### src/rtl/bus_mem_responder_pkg.sv
// Shared definitions for the CPU multiplexed bus and its memory responder.
// Both sides import this so rom_ram polarity and state encodings agree.
package bus_mem_responder_pkg;

    localparam int BITS = 8;

    typedef enum logic {
        FETCH_ROM = 1'b0,
        FETCH_RAM = 1'b1
    } space_e;

    typedef enum logic {
        RSP_IDLE  = 1'b0,
        RSP_ARMED = 1'b1
    } rsp_state_e;

    typedef enum logic [1:0] {
        SRC_ZERO = 2'd0,
        SRC_ROM  = 2'd1,
        SRC_RAM  = 2'd2
    } rd_src_e;

endpackage

### src/rtl/bus_mem_bank.sv
// Synchronous-write, registered-read word array.
// CLEAR selects whether the contents are zeroed by reset.
module bus_mem_bank #(
    parameter int W     = 8,
    parameter int DEPTH = 16,
    parameter int AW    = 4,
    parameter bit CLEAR = 1'b0
) (
    input  logic          clk,
    input  logic          reset,
    input  logic          we,
    input  logic [AW-1:0] waddr,
    input  logic [W-1:0]  wdata,
    input  logic          re,
    input  logic [AW-1:0] raddr,
    output logic [W-1:0]  rdata
);

    logic [W-1:0] mem [DEPTH];

    generate
        if (CLEAR) begin : g_clear
            always_ff @(posedge clk or posedge reset) begin
                if (reset) begin
                    mem <= '{default: '0};
                end else if (we) begin
                    mem[waddr] <= wdata;
                end
            end
        end else begin : g_keep
            always_ff @(posedge clk) begin
                if (we) begin
                    mem[waddr] <= wdata;
                end
            end
        end
    endgenerate

    // Read samples the pre-write contents when raddr == waddr.
    always_ff @(posedge clk or posedge reset) begin
        if (reset) begin
            rdata <= '0;
        end else if (re) begin
            rdata <= mem[raddr];
        end
    end

endmodule

### src/rtl/bus_mem_responder.sv
// Memory-side responder for the CPU's 8-bit multiplexed bus:
// address latch with auto-increment, ROM/RAM banks and a sticky fault flag.
module bus_mem_responder #(
    parameter int BITS      = bus_mem_responder_pkg::BITS,
    parameter int RAM_DEPTH = 16,
    parameter int ROM_DEPTH = 256
) (
    input  logic            clk,
    input  logic            reset,
    input  logic [BITS-1:0] bus_in,
    input  logic            rom_ram,
    input  logic            addr_data,
    input  logic            write,
    input  logic            prog_we,
    input  logic [BITS-1:0] prog_addr,
    input  logic [BITS-1:0] prog_data,
    output logic [BITS-1:0] data_out,
    output logic            fault
);

    import bus_mem_responder_pkg::*;

    localparam int RAW = $clog2(RAM_DEPTH);
    localparam int OAW = $clog2(ROM_DEPTH);
    localparam logic [BITS:0] RAM_LIM = (BITS+1)'(RAM_DEPTH);

    rsp_state_e      state;
    space_e          space;
    space_e          rd_space;
    rd_src_e         src;
    rd_src_e         src_nxt;
    logic [BITS-1:0] addr;
    logic [BITS-1:0] rd_addr;
    logic [BITS-1:0] rom_q;
    logic [BITS-1:0] ram_q;
    logic            addr_ph;
    logic            data_ph;
    logic            rd_en;
    logic            ram_hit_rd;
    logic            ram_hit_cur;
    logic            rom_re;
    logic            ram_re;
    logic            ram_oob_rd;
    logic            wr_ram;
    logic            bad;

    always_comb begin
        addr_ph     = !addr_data;
        data_ph     = addr_data && (state == RSP_ARMED);
        rd_en       = addr_ph || data_ph;
        rd_addr     = addr_ph ? bus_in : addr + 1'b1;
        rd_space    = addr_ph ? space_e'(rom_ram) : space;
        ram_hit_rd  = {1'b0, rd_addr} < RAM_LIM;
        ram_hit_cur = {1'b0, addr} < RAM_LIM;
        rom_re      = rd_en && (rd_space == FETCH_ROM);
        ram_re      = rd_en && (rd_space == FETCH_RAM) && ram_hit_rd;
        ram_oob_rd  = rd_en && (rd_space == FETCH_RAM) && !ram_hit_rd;
        wr_ram      = data_ph && write && (space == FETCH_RAM) && ram_hit_cur;
    end

    // Protocol violations: orphan data phase, ROM write, RAM out of range.
    always_comb begin
        bad = 1'b0;
        if (addr_data && (state == RSP_IDLE)) begin
            bad = 1'b1;
        end
        if (data_ph && write && (space == FETCH_ROM)) begin
            bad = 1'b1;
        end
        if (data_ph && (space == FETCH_RAM) && !ram_hit_cur) begin
            bad = 1'b1;
        end
    end

    always_comb begin
        src_nxt = src;
        unique case (1'b1)
            rom_re:     src_nxt = SRC_ROM;
            ram_re:     src_nxt = SRC_RAM;
            ram_oob_rd: src_nxt = SRC_ZERO;
            default:    src_nxt = src;
        endcase
    end

    always_ff @(posedge clk or posedge reset) begin
        if (reset) begin
            state <= RSP_IDLE;
            addr  <= '0;
            space <= FETCH_ROM;
            src   <= SRC_ZERO;
            fault <= 1'b0;
        end else begin
            src <= src_nxt;
            if (addr_ph) begin
                addr  <= bus_in;
                space <= space_e'(rom_ram);
                state <= RSP_ARMED;
            end else if (data_ph) begin
                addr <= addr + 1'b1;
            end
            if (bad) begin
                fault <= 1'b1;
            end
        end
    end

    always_comb begin
        unique case (src)
            SRC_ROM: data_out = rom_q;
            SRC_RAM: data_out = ram_q;
            default: data_out = '0;
        endcase
    end

    bus_mem_bank #(
        .W     (BITS),
        .DEPTH (ROM_DEPTH),
        .AW    (OAW),
        .CLEAR (1'b0)
    ) u_rom (
        .clk   (clk),
        .reset (reset),
        .we    (prog_we),
        .waddr (prog_addr[OAW-1:0]),
        .wdata (prog_data),
        .re    (rom_re),
        .raddr (rd_addr[OAW-1:0]),
        .rdata (rom_q)
    );

    bus_mem_bank #(
        .W     (BITS),
        .DEPTH (RAM_DEPTH),
        .AW    (RAW),
        .CLEAR (1'b1)
    ) u_ram (
        .clk   (clk),
        .reset (reset),
        .we    (wr_ram),
        .waddr (addr[RAW-1:0]),
        .wdata (bus_in),
        .re    (ram_re),
        .raddr (rd_addr[RAW-1:0]),
        .rdata (ram_q)
    );

endmodule

### config.mk
export PLATFORM = sky130hd
export DESIGN_NAME = bus_mem_responder
export DESIGN_NICKNAME = d
export VERILOG_FILES = /design/src/rtl/bus_mem_responder_pkg.sv /design/src/rtl/bus_mem_bank.sv /design/src/rtl/bus_mem_responder.sv
export SDC_FILE = /design/constraint.sdc
export NUM_CORES = 2
export LEC_CHECK = 0
export CAP_MARGIN = 15
export CORE_MARGIN = 3
export CORE_UTILIZATION = 35
export DETAILED_ROUTE_END_ITERATION = 16
export DONT_BUFFER_PORTS = 1
export PLACE_DENSITY = 0.48
export SYNTH_ARGS = -nofsm -noshare
export SYNTH_HDL_FRONTEND = slang
export SYNTH_SLANG_ARGS = --single-unit
export TNS_END_PERCENT = 30
### constraint.sdc
create_clock -name clk -period 8.2 [get_ports clk]
set_input_delay 0.82 -clock clk [delete_from_list [all_inputs] [get_ports clk]]
set_output_delay 0.82 -clock clk [all_outputs]
set_load 0.02 [all_outputs]
==> flow_summary.toml <==
[worst_setup_path]
critPathKind = "flip-flop to flip-flop"
cp_max_fo = 123
endpoint_kind = "flip-flop"
worstPathArrival_ns = 6.62
cp.required_ns = 9.05
crit_path_start_kind = "flip-flop"

[synthesis]
ys_warn_count = 0
synth.net_count = 7039
synth_area_leaders = "edfxtp_1, nand2_1, nand3_1"
ys_types = 70
async_flop_share_pct = 7.120
yosysTopAreaCell = "edfxtp_1"
synth_top_area_share_pct = 68.16
syn-cell-area_sq_mm = 0.09023
synth.ff_latch_count = 2205
synth_flop_cell = "edfxtp_1"
syn_inst = 7003
ys_seq_area_share_pct = 72.51
syn_avg_cell_area_sq_um = 12.88
synth-edff-count = 2048

[routing]
wire_per_inst_microns = 28.14
drc = 0
firstDrtPassIters = 5
ant_nets = 0
vias = 57690
first_iter_violations = 6321
drt_wl_total_microns = 293400
vias_per_cell = 5.533

[run_status]
outcome = "complete, no violations"

[cts]
numCtsBuffers = 229
htreeDepth = 4
tritoncts = "built"
clk_pin_slew_worst_paths_ns = 0.06
ctsLongestPathBuffers = 3
clock_latency_ns = 0.90
ctsRootBufferMaster = "clkbuf_16"
cts_sinks = 2205
cts_resized = 0

[sta]
setup_tns_ns = 0
rsz0062_at_grt = "false"
period_needed_ns = 5.776
max_freq_ghz = 0.1731
skew_ns = 0.06038
slew-limit-headroom_pct = 14.86
period_share_pct = 70.44
hold_violations = 0
worst_slew_pin_slew_ns = 1.264
setup_viol = 0
finalHoldWorstSlack_ns = 0.06908
drv_slew = 0

[global_route]
grt_pass1_vias = 55350
gr-total-overflow = 0
antenna_found_initial = 12
grt_max_degree = 257
grtUsageTotal_pct = 21.75
grt_pass1_wl_microns = 419800

[power]
p_leak_nw = 34.43
powerDensity_mw_per_mm2 = 264.0
ir_drop_v = 0.0001997
fin_total_pwr_mw = 26.59

[die]
dieArea_sq_mm = 0.2639
die_w_microns = 513.7
core_sq_mm = 0.2553
ioPinCount = 39
start_util_pct = 35.34
fp.dieH_microns = 513.7
rows = 185

[place]
hpwl_microns = 166600
gp_congestion = 0.8219
portBuffers = 0

[worst_hold_path]
min-delay-path-class = "input pin to flip-flop"

[final_layout]
fin_util_pct = 39.46
nets = 6901
layout-drive-gt1-share_pct = 9.452
area.growth.synth_to_final_pct = 11.67

[flow_run]
max_cap_viol_count = 0
==> state kept, by name, indices dropped and copies added, names as in the netlist <==
signal       flops
fault            1
u_rom.rdata      8
u_ram.rdata      8
addr             8
u_rom.mem     2048
state            1
u_ram.mem      128
src              2
space            1
==> what timing repair did <==
item	4_1_cts	5_1_grt
setup buffers	0	0
hold buffers	1	0
hold endpoints to repair	91	0
==> final cells by class <==
| cell class | instances | area [sq um] |
|---|---|---|
| multi-input combinational | 4301 | 22410 |
| sequential | 2205 | 65430 |
| tap | 3366 | 4212 |
| antenna | 3 | 7.507 |
| fill | 24030 | 154600 |
| clock inverter | 127 | 1345 |
| inverter | 8 | 35.03 |
| clock buffer | 296 | 6125 |
| timing repair buffer | 120 | 1192 |
==> placed cells by master (no fill, tap or decap), types with 6 or more instances in the layout <==
cell type,n
edfxtp_1,2048
buf_4,94
nor2b_1,12
inv_1,7
a31oi_1,88
clkbuf_1,55
clkinv_2,46
a32oi_1,26
clkinv_16,7
buf_12,23
nand3_1,954
and3_1,174
bufinv_16,20
nand2_1,1982
o211ai_1,7
mux2_2,139
nand4_1,38
nor4_1,12
dfrtp_1,157
a21oi_1,40
ha_1,6
mux4_2,46
nor2_1,297
a22oi_1,18
clkbuf_8,10
nor3_1,55
a311oi_1,160
clkinv_1,39
o21ai_0,53
clkbuf_16,231
o22ai_1,12
a211oi_1,16
mux2i_1,69
==> per-stage QoR <==
step	cell area [sq um]	setup slack, ns	std cells
floorplan	90230	3.145	7003
global placement	93240	2.318	9995
detailed placement	93250	2.406	9997
CTS	100700	2.400	10420
global route	100700	2.181	10420
finish	100800	2.424	10430
==> where the power goes <==
part | switching, mW | internal [mW] | total, mW
registers | 0.111 | 12.4 | 12.5
clock network | 4.51 | 5.91 | 10.4
logic | 2.73 | 0.970 | 3.70
==> critical path, cell delays in order, from the launching register on <==
cell and delay [ns]:
dfrtp_1 0.59, inv_1 0.12, ha_1 0.40, mux2i_4 0.66, buf_12 0.57, buf_4 0.70
nand2_1 0.13, a311oi_1 0.64, a31oi_1 0.17, a2111oi_0 0.91, a21oi_1 0.26, nand4_1 0.26
o221a_2 0.21
==> metal layers <==
metal	vias to the layer above	global-route usage, %	wire length (microns)
met3	434	3.800	20220
met2	2082	33.91	135000
li1	25360	-	-
met1	29810	31.11	129500
met5	-	0	41
met4	8	6.406	8652
==> kinds of logic after synthesis <==
logic type                 share of synthesized area [%]
AOI/OAI and AO/OA                                  3.880
xor gates and xnor gates                         0.01942
adders and majority gates                        0.08320
buffers and inverters                              2.785
DFF                                                72.51
muxes                                              3.676
and+or+nand+nor                                    17.04
==> cell usage after synthesis (all sizes together) (8+ instances only) <==
master,instances
a32oi,26
inv,8
and3,174
nor2b,13
nand4,39
nor4,13
nand3,955
o22ai,13
nor3,56
nand2,1985
o21ai,53
mux2i,70
a31oi,90
clkbuf,102
a22oi,18
a311oi,160
mux4,46
nor2,302
buf,387
a21oi,43
dfrtp,157
edfxtp,2048
a211oi,17
mux2,140
==> path summary, 6_finish.rpt <==
path                                     start                 to  slack, ns  cells past startpoint
max in group asynchronous                reset     u_rom.rdata[1]       6.11                      3
min in group asynchronous                reset      u_ram.mem[62]       0.60                      2
worst min register to register  u_ram.mem[115]     u_ram.mem[115]       0.50                      1
worst max register to register         addr[0]     u_rom.rdata[4]       2.42                     12
worst max-delay path                   addr[0]     u_rom.rdata[4]       2.42                     12
worst min-delay path              prog_data[2]  u_rom.mem[203][2]       0.07                      0
(Power assumes the default switching activity.)
